## src/rtl/mem_arb_pkg.sv

```systemverilog
// Shared types for the DataMem port arbiter (mem_port_arbiter).
// Optional round-robin arbitration is enabled with the MEM_ARB_RR_EN macro.
package mem_arb_pkg;
  typedef enum logic [1:0] {IDLE, ACCESS, RESP} arb_state_t;
  typedef enum logic {GNT_D, GNT_I} grant_t;
  typedef enum logic {OP_READ, OP_WRITE} op_t;
  localparam logic [2:0] FUNCT3_WORD = 3'b010;
endpackage

```

## src/rtl/mem_arb_pick.sv

```systemverilog
// Winner select between the D and I requesters for mem_port_arbiter.
// MEM_ARB_RR_EN defined: round-robin on conflict; undefined: D always wins.
module mem_arb_pick
  import mem_arb_pkg::*;
(
  input  logic   i_d_req,
  input  logic   i_i_req,
  input  grant_t i_last_grant,
  output logic   o_valid,
  output grant_t o_winner
);

`ifndef MEM_ARB_RR_EN
  // Fixed priority still receives last_grant so the port list is build-independent.
  logic w_unused_last;
  assign w_unused_last = (i_last_grant == GNT_I);
`endif

  always_comb begin
    o_valid  = i_d_req | i_i_req;
    o_winner = GNT_D;
    if (i_d_req && i_i_req) begin
`ifdef MEM_ARB_RR_EN
      o_winner = (i_last_grant == GNT_D) ? GNT_I : GNT_D;
`else
      o_winner = GNT_D;
`endif
    end else if (i_i_req) begin
      o_winner = GNT_I;
    end
  end

endmodule

```

## src/rtl/mem_port_arbiter.sv

```systemverilog
// Shares the DataMem port between the D and I cache requesters, one transaction at a time.
// Arbitration policy on conflict selected by MEM_ARB_RR_EN (see mem_arb_pick).
module mem_port_arbiter
  import mem_arb_pkg::*;
#(
  parameter int DATA_WIDTH = 32,
  parameter int LATENCY    = 4
) (
  input  logic                  clk,
  input  logic                  rst_n,
  input  logic                  d_read,
  input  logic                  d_write,
  input  logic [DATA_WIDTH-1:0] d_addr,
  input  logic [DATA_WIDTH-1:0] d_wdata,
  input  logic [2:0]            d_funct3,
  output logic                  d_ready,
  output logic [DATA_WIDTH-1:0] d_rdata,
  input  logic                  i_read,
  input  logic [DATA_WIDTH-1:0] i_addr,
  output logic                  i_ready,
  output logic [DATA_WIDTH-1:0] i_rdata,
  output logic                  mem_read,
  output logic                  mem_write,
  output logic [DATA_WIDTH-1:0] mem_addr,
  output logic [DATA_WIDTH-1:0] mem_wdata,
  output logic [2:0]            mem_funct3,
  input  logic [DATA_WIDTH-1:0] mem_rdata,
  output logic                  busy
);

  localparam int CNT_W = (LATENCY > 1) ? $clog2(LATENCY) : 1;
  localparam logic [CNT_W-1:0] CNT_LOAD = CNT_W'(LATENCY - 1);
  localparam logic [CNT_W-1:0] CNT_ONE  = CNT_W'(1);

  arb_state_t            r_state;
  logic [CNT_W-1:0]      r_cnt;
  grant_t                r_last_grant;
  grant_t                r_gnt;
  op_t                   r_op;
  logic                  r_mem_read;
  logic                  r_mem_write;
  logic [DATA_WIDTH-1:0] r_mem_addr;
  logic [DATA_WIDTH-1:0] r_mem_wdata;
  logic [2:0]            r_mem_funct3;
  logic                  r_d_ready;
  logic                  r_i_ready;
  logic [DATA_WIDTH-1:0] r_d_rdata;
  logic [DATA_WIDTH-1:0] r_i_rdata;
  logic                  r_busy;

  logic   w_valid;
  grant_t w_winner;

  mem_arb_pick u_pick (
    .i_d_req      (d_read | d_write),
    .i_i_req      (i_read),
    .i_last_grant (r_last_grant),
    .o_valid      (w_valid),
    .o_winner     (w_winner)
  );

  always_ff @(posedge clk) begin
    if (!rst_n) begin
      r_state      <= IDLE;
      r_cnt        <= '0;
      r_last_grant <= GNT_I;
      r_gnt        <= GNT_D;
      r_op         <= OP_READ;
      r_mem_read   <= 1'b0;
      r_mem_write  <= 1'b0;
      r_mem_addr   <= '0;
      r_mem_wdata  <= '0;
      r_mem_funct3 <= '0;
      r_d_ready    <= 1'b0;
      r_i_ready    <= 1'b0;
      r_d_rdata    <= '0;
      r_i_rdata    <= '0;
      r_busy       <= 1'b0;
    end else begin
      r_d_ready <= 1'b0;
      r_i_ready <= 1'b0;
      case (r_state)
        IDLE: begin
          r_d_rdata <= '0;
          r_i_rdata <= '0;
          if (w_valid) begin
            r_state      <= ACCESS;
            r_busy       <= 1'b1;
            r_cnt        <= CNT_LOAD;
            r_gnt        <= w_winner;
            r_last_grant <= w_winner;
            if (w_winner == GNT_D) begin
              // A simultaneous read+write is executed as a write.
              r_op         <= d_write ? OP_WRITE : OP_READ;
              r_mem_addr   <= d_addr;
              r_mem_wdata  <= d_wdata;
              r_mem_funct3 <= d_funct3;
              r_mem_read   <= !d_write;
              r_mem_write  <= d_write && (LATENCY == 1);
            end else begin
              r_op         <= OP_READ;
              r_mem_addr   <= i_addr;
              r_mem_wdata  <= '0;
              r_mem_funct3 <= FUNCT3_WORD;
              r_mem_read   <= 1'b1;
              r_mem_write  <= 1'b0;
            end
          end
        end
        ACCESS: begin
          if (r_cnt == '0) begin
            r_state     <= RESP;
            r_mem_read  <= 1'b0;
            r_mem_write <= 1'b0;
            if (r_gnt == GNT_D) begin
              r_d_ready <= 1'b1;
              r_d_rdata <= (r_op == OP_READ) ? mem_rdata : '0;
            end else begin
              r_i_ready <= 1'b1;
              r_i_rdata <= mem_rdata;
            end
          end else begin
            r_cnt       <= r_cnt - CNT_ONE;
            // Write strobe lands only in the final ACCESS cycle.
            r_mem_write <= (r_op == OP_WRITE) && (r_cnt == CNT_ONE);
          end
        end
        RESP: begin
          r_state   <= IDLE;
          r_busy    <= 1'b0;
          r_d_rdata <= '0;
          r_i_rdata <= '0;
        end
        default: r_state <= IDLE;
      endcase
    end
  end

  assign d_ready    = r_d_ready;
  assign d_rdata    = r_d_rdata;
  assign i_ready    = r_i_ready;
  assign i_rdata    = r_i_rdata;
  assign mem_read   = r_mem_read;
  assign mem_write  = r_mem_write;
  assign mem_addr   = r_mem_addr;
  assign mem_wdata  = r_mem_wdata;
  assign mem_funct3 = r_mem_funct3;
  assign busy       = r_busy;

endmodule
```

## config.mk

```make
export PLATFORM = sky130hd
export DESIGN_NAME = mem_port_arbiter
export DESIGN_NICKNAME = d
export VERILOG_FILES = /design/src/rtl/mem_arb_pkg.sv /design/src/rtl/mem_arb_pick.sv /design/src/rtl/mem_port_arbiter.sv
export SDC_FILE = /design/constraint.sdc
export NUM_CORES = 1
export LEC_CHECK = 0
export BUFFER_PORTS_ARGS = -buffer_cell sky130_fd_sc_hd__buf_2
export CORE_AREA = 8 8 138 108
export CTS_CLUSTER_SIZE = 40
export DETAILED_ROUTE_END_ITERATION = 7
export DIE_AREA = 0 0 146 116
export PLACE_DENSITY = 0.78
export SYNTH_ARGS = -nofsm -noshare
export SYNTH_HDL_FRONTEND = slang
export SYNTH_HIERARCHICAL = 1
export SYNTH_SLANG_ARGS = --single-unit
export TNS_END_PERCENT = 5
```

## constraint.sdc

```tcl
create_clock -name clk -period 2.1 [get_ports clk]
set_input_delay 0.105 -clock clk [delete_from_list [all_inputs] [get_ports clk]]
set_output_delay 0.105 -clock clk [all_outputs]
set_load 0.02 [all_outputs]
```

==> metrics.txt <==
CTS Buffer Depth 2; fin crit period 1.886 ns; CP required 2.36 ns; Ys Warns 6; wire length on met2 9149 um; max-slew violations 0; Max FO, Critical Path 10; Mapped Area 5665 um^2; Min-Delay Startpoint d_funct3[1]; CORE AREA 12700 um^2; Pwr per Cell Area 886.0 nW/um^2; CP cell instances dlygate4sd3_1 > buf_2 > or2_2 > or2_1 > or3b_4 > o21ai_1 > a21oi_1; grt ovf 0; Routed Antenna Nets 0; Hold Vio Cnt, Final 0; Reg2Reg Launch Point r_cnt[0]; Starting DRT DRC Count 324; IO Pins 272; Multi-input gate area 2536 um^2; share of cells above drive strength 1 33.51%; Post-Syn Area per Cell 8.866 um^2; Fin Setup TNS 0 ns; crit path kind input pin to register; Setup Skew 0.009753 ns; max incr delay on CP 0.58 ns; final worst slack 0.2143 ns; Clock Latency Late Sink 0.41 ns; initial antenna violation count 1; most frequent cells in the layout 271 x buf_2, 177 x nand2_1, 142 x dfxtp_1, 77 x a21oi_1, 67 x dlygate4sd3_1; hpwl dp 12330 um; vias per inst 5.041; fillers 1000; CTS Root Cell clkbuf_16; nets 1092; achievable clock frequency 530.3 MHz; total number of vias 5742; outcome finished, final reports clean; period utilisation layout 89.80%; LEAKAGE 3.977 nW; Net Count, Synth 777; Port Buffer Count 271; CP Capture Type register; first-pass GRT wire length 29180 um; Avg WL per Cell 16.37 um; Detailed Routing Iterations Pass 1 5; Top Layer Used met4; Layout area overhead 47.61%; Hold Path Cell Cnt 3; PostCTS Resize Cnt 0; Initial Utilization 44.60%; Final Util 65.84%; GR Util All Layers 21.07%; Die X 146 um; Sink Count 142; clk slew on worst S/H paths 0.07 ns; CP max stage cell o21ai_1; drt total wl 18640 um; height of the die 116 um; cts bufs inserted 17; Residual DRC 0; Slew HR 52.01%; worst hold path class input pin to register; Die Area 16940 um^2; peak supply drop 0.5234 mV; Met1 Routed Length 7446 um; # rows 36; met3 wire len 1522 um; pre-CTS WS 0.3462 ns; vias in the first global route 5865; largest net degree at the start of global routing 99; Sequential Area 2843 um^2; worst setup path startpoint d_write; commonest non-fill, non-tap cell in the layout buf_2; TritonCTS clock tree built; Max-Cap Viols 0; CP startpoint kind input pin; H-tree levels 4; Slew @ Worst Pin 0.7151 ns; WP data arrival 2.15 ns; R2R depth 6; setup violators final 0; unrepaired setup endpoints after global routing no; Final Wtd Congestion 0.8011; Synth Instances 639
==> critical path, delay by kind of cell <==
kind / cells / cell delay [ns]
AOI/OAI and AO/OA: 2 / 0.66
buffers and inverters: 2 / 0.65
and+or+nand+nor: 3 / 0.73
==> worst paths after layout <==
check,endpoint,slack (ns)
setup / recovery,mem_wdata[13],0.21
hold / removal,mem_funct3[1],0.04
setup reg to reg,i_rdata[6],0.35
hold reg to reg,d_rdata[19],0.45
==> power by group <==
part | internal (mW) | switching [mW] | total [mW]
sequential | 2.89 | 0.115 | 3.01
clock | 1.68 | 1.27 | 2.95
combinational | 0.592 | 0.863 | 1.45
==> layer usage <==
metal	GRT usage, %	vias up
li1	-	2802
met1	22.56	2639
met2	36.57	258
met3	8.350	43
met4	9.651	0
met5	0	-
==> area by class of cell <==
| type | instances | area share, % |
|---|---|---|
| flip-flops and latches | 142 | 33.99 |
| multi-input cells | 437 | 30.33 |
| repair buffers | 350 | 25.91 |
| clock buffers | 18 | 5.132 |
| well taps | 171 | 2.558 |
| clock inverters | 14 | 1.780 |
| inverters | 6 | 0.2693 |
| diodes | 1 | 0.02992 |
==> timing repair <==
action                                 4_1_cts  5_1_grt
endpoints found under the hold margin      100        0
hold buffers                                67        0
setup buffers                                0        0
==> per-stage QoR <==
step / instance area (um^2) / hold WS, ns / std cells / power, mW
after floorplan: 5665 / 0.2199 / 639 / 3.946
after global placement: 7112 / 0.3313 / 1039 / 4.389
after detailed placement: 7112 / 0.3518 / 1039 / 4.411
after CTS: 8361 / 0.01589 / 1138 / 7.457
after global routing: 8363 / 0.04023 / 1139 / 7.733
final: 8363 / 0.03693 / 1139 / 7.409
==> flip-flops by register name (all words and copies together), names as in the netlist, 2 cells and up <==
register    cells
i_rdata        32
r_state         2
r_cnt           2
mem_addr       32
d_rdata        32
mem_wdata      32
mem_funct3      3
Power figures use the tool's default switching activity.
